### config.mk
export PLATFORM = sky130hd
export DESIGN_NAME = mem_arbiter
export DESIGN_NICKNAME = d
export VERILOG_FILES = /design/src/rtl/mem_arb_pkg.sv /design/src/rtl/mem_arbiter.sv
export SDC_FILE = /design/constraint.sdc
export NUM_CORES = 1
export LEC_CHECK = 0
export ABC_AREA = 1
export CORE_MARGIN = 2
export CORE_UTILIZATION = 41
export CTS_CLUSTER_SIZE = 25
export DETAILED_ROUTE_END_ITERATION = 7
export PLACE_DENSITY = 0.8
export SLEW_MARGIN = 15
export SYNTH_ARGS = -nofsm -noshare
export SYNTH_HDL_FRONTEND = slang
export SYNTH_SLANG_ARGS = --single-unit
### constraint.sdc
create_clock -name clk -period 1.6 [get_ports clk]
set_input_delay 0.32 -clock clk [delete_from_list [all_inputs] [get_ports clk]]
set_output_delay 0.32 -clock clk [all_outputs]
set_load 0.05 [all_outputs]
### src/rtl/mem_arb_pkg.sv
// Shared types for the instruction/data memory arbiter: FSM state and grant encoding.
package mem_arb_pkg;

  typedef enum logic [1:0] {
    IDLE = 2'd0,
    BUSY = 2'd1,
    RESP = 2'd2
  } state_t;

  typedef enum logic {
    GNT_IF = 1'b0,
    GNT_DM = 1'b1
  } gnt_t;

  // Winner selection: DM priority, or alternate on contention when rr is set.
  function automatic gnt_t pick_grant(input logic if_req, input logic dm_req,
                                      input gnt_t last, input logic rr);
    gnt_t g;
    g = GNT_IF;
    if (if_req && dm_req) begin
      if (rr) g = (last == GNT_DM) ? GNT_IF : GNT_DM;
      else    g = GNT_DM;
    end else if (dm_req) begin
      g = GNT_DM;
    end
    return g;
  endfunction

endpackage

### src/rtl/mem_arbiter.sv
// Two-port (fetch / data) arbiter onto a single shared memory request/ack bus.
// Optional round-robin on contention: define MEM_ARB_RR_EN (default is fixed DM priority).
module mem_arbiter
  import mem_arb_pkg::*;
#(
  parameter int ADDR_W = 32,
  parameter int DATA_W = 32
) (
  input  logic                clk,
  input  logic                rst_n,
  input  logic                if_req,
  input  logic [ADDR_W-1:0]   if_addr,
  output logic                if_ready,
  output logic [DATA_W-1:0]   if_rdata,
  input  logic                dm_req,
  input  logic [ADDR_W-1:0]   dm_addr,
  input  logic [DATA_W/8-1:0] dm_we,
  input  logic [DATA_W-1:0]   dm_wdata,
  output logic                dm_ready,
  output logic [DATA_W-1:0]   dm_rdata,
  output logic                mem_req,
  output logic [ADDR_W-1:0]   mem_addr,
  output logic [DATA_W/8-1:0] mem_we,
  output logic [DATA_W-1:0]   mem_wdata,
  input  logic                mem_ack,
  input  logic [DATA_W-1:0]   mem_rdata,
  output logic                stall
);

  localparam int BE_W = DATA_W / 8;

`ifdef MEM_ARB_RR_EN
  localparam logic RR_EN = 1'b1;
`else
  localparam logic RR_EN = 1'b0;
`endif

  state_t              state_q;
  gnt_t                gnt_q;
  gnt_t                gnt_d;
  logic                mem_req_q;
  logic [ADDR_W-1:0]   mem_addr_q;
  logic [BE_W-1:0]     mem_we_q;
  logic [DATA_W-1:0]   mem_wdata_q;
  logic                if_ready_q;
  logic                dm_ready_q;
  logic [DATA_W-1:0]   if_rdata_q;
  logic [DATA_W-1:0]   dm_rdata_q;

  always_comb begin
    gnt_d = pick_grant(if_req, dm_req, gnt_q, RR_EN);
  end

  // Ready is set on the ack edge so it is high during the single RESP cycle.
  always_ff @(posedge clk) begin
    if (!rst_n) begin
      state_q     <= IDLE;
      gnt_q       <= GNT_IF;
      mem_req_q   <= 1'b0;
      mem_addr_q  <= '0;
      mem_we_q    <= '0;
      mem_wdata_q <= '0;
      if_ready_q  <= 1'b0;
      dm_ready_q  <= 1'b0;
      if_rdata_q  <= '0;
      dm_rdata_q  <= '0;
    end else begin
      case (state_q)
        IDLE: begin
          if_ready_q <= 1'b0;
          dm_ready_q <= 1'b0;
          if (if_req || dm_req) begin
            gnt_q     <= gnt_d;
            mem_req_q <= 1'b1;
            state_q   <= BUSY;
            if (gnt_d == GNT_DM) begin
              mem_addr_q  <= dm_addr;
              mem_we_q    <= dm_we;
              mem_wdata_q <= dm_wdata;
            end else begin
              mem_addr_q  <= if_addr;
              mem_we_q    <= '0;
              mem_wdata_q <= '0;
            end
          end
        end
        BUSY: begin
          if (mem_ack) begin
            mem_req_q <= 1'b0;
            state_q   <= RESP;
            if (gnt_q == GNT_DM) begin
              dm_rdata_q <= mem_rdata;
              dm_ready_q <= 1'b1;
            end else begin
              if_rdata_q <= mem_rdata;
              if_ready_q <= 1'b1;
            end
          end
        end
        RESP: begin
          if_ready_q <= 1'b0;
          dm_ready_q <= 1'b0;
          state_q    <= IDLE;
        end
        default: begin
          if_ready_q <= 1'b0;
          dm_ready_q <= 1'b0;
          mem_req_q  <= 1'b0;
          state_q    <= IDLE;
        end
      endcase
    end
  end

  assign if_ready  = if_ready_q;
  assign dm_ready  = dm_ready_q;
  assign if_rdata  = if_rdata_q;
  assign dm_rdata  = dm_rdata_q;
  assign mem_req   = mem_req_q;
  assign mem_addr  = mem_addr_q;
  assign mem_we    = mem_we_q;
  assign mem_wdata = mem_wdata_q;
  assign stall     = (if_req & ~if_ready_q) | (dm_req & ~dm_ready_q);

endmodule

# Word-level counts from Yosys, hierarchy flattened

Cells that the tools add are included.

Register bits: 138
Output and inout bits: 136
Logic and storage cells: 43

Bitwise logic cells: 7
Reductions and logical operators: 11
Multiplexer cells: 11
Equality and inequality tests: 4

Operator list:

| cell                 | count |
|---|---|
| $mux W32             | 2 |
| $reduce_and A2 Y1    | 5 |
| $reduce_and A3 Y1    | 3 |
| $mux W1              | 4 |
| $mux W2              | 2 |
| $mux W4              | 1 |
| $ne A2 B2 Y1 const B | 2 |
| $not A1 Y1           | 4 |
| $pmux W2 S2          | 1 |
| $pmux W1 S3          | 1 |
| $and A1 B1 Y1        | 2 |
| $eq A2 B1 Y1 const B | 1 |
| $eq A2 B2 Y1 const B | 1 |
| $logic_not A2 Y1     | 1 |
| $logic_and A1 B1 Y1  | 1 |
| $logic_or A1 B1 Y1   | 1 |
| $or A1 B1 Y1         | 1 |

# Longest topological paths before layout

Word-level depth: 3
Gate-level depth with buffers: 9

# Worst setup path after synthesis

Ideal clock, no wire load.

Path kind: input port to output port
Start point: input port dm_req
End point: output port stall
Setup slack: -0.153 ns
Data required time: 1.280 ns
Stages on the path: 4
Data arrival time: 1.433 ns
Buffers on the path: 2
Cell sequence: buf_6 > inv_4 > clkbuf_1 > o22ai_1

Word-level cells in the longest chain between the ends: 2

Ends and longest elaborated chain:

| element         | line               | RTL |
|---|---|---|
| start, declared | mem_arbiter.sv:15  | `input logic dm_req,` |
| $and A1 B1 Y1   | mem_arbiter.sv:123 | `assign stall = (if_req & ~if_ready_q) \| (dm_req & ~dm_ready_q);` |
| $or A1 B1 Y1    | mem_arbiter.sv:123 |  |
| end, declared   | mem_arbiter.sv:27  | `output logic stall` |

Every way passes these cells.

# Final worst setup path

Start point: register dm_ready_q (netlist: dm_ready)
End point: output port stall

Word-level cells in the longest chain between the ends: 3

Ends and longest elaborated chain:

| element                | line               | RTL |
|---|---|---|
| start, declared        | mem_arbiter.sv:46  | `logic dm_ready_q;` |
| start signal, assigned | mem_arbiter.sv:64  | `dm_ready_q <= 1'b0;` |
| start signal, assigned | mem_arbiter.sv:71  | `dm_ready_q <= 1'b0;` |
| start signal, assigned | mem_arbiter.sv:93  | `dm_ready_q <= 1'b1;` |
| $not A1 Y1             | mem_arbiter.sv:123 |  |
| $and A1 B1 Y1          | mem_arbiter.sv:123 |  |
| $or A1 B1 Y1           | mem_arbiter.sv:123 |  |

Every way passes these cells.

==> results.py <==
metrics = {
    "logic_synthesis": {
        "synth_area_leader_cell": "dfxtp_1",
        "yosys.area_share.adder": 0,
        "ys_seq_elements": 138,
        "synthMuxAreaShare": 0,
        "ys_warn_count": 0,
        "synth_top_family_by_area": "simple AND/OR/NAND/NOR gates",
        "synth_compound_area_frac": 0.0353,
        "yosysSeqAreaShare": 0.472,
        "synth-simple-area-share": 0.389,
        "synth_edf_count": 0,
        "synth.area.top_cells": "dfxtp_1 47%, nand2_1 17%, nor2_1 13%",
        "syn_area_per_cell_um2": 6.62,
        "syn-num-nets": 1021,
        "synthArstFlopShare": 0,
        "synth_most_common_cell": "nand2_1",
        "synth.distinct_cells": 16,
        "synth_xor_xnor_area_share": 0,
        "ys_top_cells_by_count": "270 x nand2_1, 202 x nor2_1, 138 x dfxtp_1",
        "yosys.area.top_type_share": 0.472,
        "synthCells": 884,
        "synth_ff_type": "dfxtp_1",
        "syn-cell-area_um2": 5850,
    },
    "floorplan": {
        "die_y_um": 123,
        "coreArea_um2": 13900,
        "initial_utilization": 0.420,
        "row_count": 43,
        "dieArea_um2": 15200,
        "die_w_um": 123,
        "ios": 273,
    },
    "status": {
        "status": "completed",
    },
    "drt": {
        "ant_nets": 0,
        "drt_iter0_markers": 400,
        "avgViaCountPerCell": 4.65,
        "routed_wl_um": 17400,
        "drt_first_pass_iters": 5,
        "drc": 0,
        "wl_per_cell_um": 13.1,
        "route.vias.total": 6155,
    },
    "setup_path": {
        "required_ps": 1280,
        "cp_max_fo": 3,
        "path_class": "reg -> out",
        "worstPathArrival_ps": 1210,
        "cp-start-kind": "register",
        "end_kind": "output port",
    },
    "clocking": {
        "cts_sinks": 138,
        "post_cts_buffers": 0,
        "root_buffer": "clkbuf_16",
        "clk_latency_ps": 410,
        "clk_path_buf_depth": 2,
        "ctsResizeCount": 0,
        "clkTransAtPathRegs_ps": 60,
        "cts_hold_buf": 0,
        "cts_tree": "yes",
        "cts_buffers": 17,
        "cts_max_level": 4,
    },
    "global_routing": {
        "grt_pass1_wl_um": 27000,
        "overflow": 0,
        "grt_max_degree": 66,
        "grt_pass1_vias": 5611,
        "grt.total_usage": 0.226,
        "antenna_found_initial": 0,
    },
    "cells_and_area": {
        "fillers": 1259,
        "register_area_um2": 2760,
        "nets": 1269,
        "drive_gt1_frac": 0.166,
        "area_growth_pct": 55.4,
        "multi_input_area_um2": 2510,
        "diodes": 0,
    },
    "worst_hold_path": {
        "hold_path.class": "in -> reg",
    },
    "timing": {
        "grt_setup_unrepaired": "no",
        "post-route-min-period_ps": 1530,
        "hold_viol": 0,
        "worstMarginPinSlew_ps": 270,
        "hold_slack_ps": 257,
        "setup_slack_ps": 65.6,
        "drv_slew": 0,
        "fmax_mhz": 652,
        "setup-tns-final_ps": 0,
        "fin_crit_sh": 0.959,
        "relSlewSlack": 0.820,
        "finalSetupViolCount": 0,
        "clock_skew_ps": 8.67,
    },
    "power_and_ir_drop": {
        "power_leakage_nw": 4.34,
        "pwr-share-seq": 0.365,
        "power_frac_clock": 0.388,
        "comb_power_share": 0.247,
        "ir_drop_mv": 0.936,
        "finalPower_mw": 10.5,
        "power.share.switching": 0.304,
        "p_int_mw": 7.27,
        "power.switching_mw": 3.18,
        "power_density_nw_per_um2": 1150,
    },
    "place": {
        "gp_congestion": 0.851,
        "dp_hpwl_um": 12300,
        "pre_cts_slack_ps": -8.23,
        "portBuffers": 272,
    },
    "job": {
        "drv_cap": 0,
    },
}
==> metrics by stage <==
step                 util  instances  cell area [um^2]
floorplan               -        884              5860
global placement    0.609       1293              8490
detailed placement  0.609       1293              8490
CTS                 0.653       1325              9090
global route        0.653       1325              9090
finish              0.653       1325              9090
==> worst max-delay path: stages, from the launching register on <==
cell and delay, ps:
dfxtp_1 370, o22ai_2 260, buf_12 170
==> registers in the layout, indices dropped and copies added, names as in the netlist <==
register	flops
dm_rdata	32
if_rdata	32
mem_addr	32
mem_wdata	32
mem_we	4
state_q	2
dm_ready	1
gnt_q	1
if_ready	1
mem_req	1
==> final timing paths <==
check	startpoint	cells after the start	to	slack, ps
min	rst_n	3	mem_addr[19]	260
max reg2reg	state_q[1]	6	mem_addr[30]	260
min reg2reg	mem_wdata[13]	2	mem_wdata[13]	460
max	dm_ready	2	stall	70
==> cells by family after synthesis <==
kind of cell	count (synthesis)
flip-flops	138
AO/OA/AOI/OAI	41
AND/OR/NAND/NOR	573
buffers and inverters	132
==> layer usage <==
| metal | vias up | wire length [um] | GRT usage |
|---|---|---|---|
| met2 | 208 | 8500 | 0.385 |
| met4 | 0 | 488 | 0.102 |
| met5 | - | 0 | 0 |
| met1 | 2723 | 7190 | 0.259 |
| li1 | 3191 | - | - |
| met3 | 33 | 1240 | 0.0706 |
==> placed cells by master, fill, tap and decap left out, types with 3 or more instances in the layout <==
cell	instances
clkinv_2	3
inv_1	70
dfxtp_1	138
nor2_2	4
nor2_1	198
clkbuf_1	6
a21oi_1	39
buf_4	137
nand3_1	100
nand2_1	269
buf_12	17
clkbuf_16	17
clkdlybuf4s50_1	134
bufinv_16	4
==> area by class of cell <==
cell class              count  share of cell area
clock buffers              24              0.0508
clock inverters             8              0.0157
inverters                  72              0.0300
multi-input cells         614               0.276
flip-flops and latches    138               0.304
well taps                 180              0.0248
repair buffers            289               0.299
==> power groups by stage <==
| stage | registers [mW] | logic (mW) | clock network [mW] |
|---|---|---|---|
| after detailed placement | 3.89 | 2.59 | 0 |
| after CTS | 3.82 | 2.60 | 4.10 |
| after floorplan | 4.67 | 0.831 | 0 |
| after global routing | 3.84 | 2.78 | 4.24 |
| final | 3.82 | 2.58 | 4.05 |
| after global placement | 3.88 | 2.57 | 0 |
Note: power is estimated with default switching activity, not from simulation.
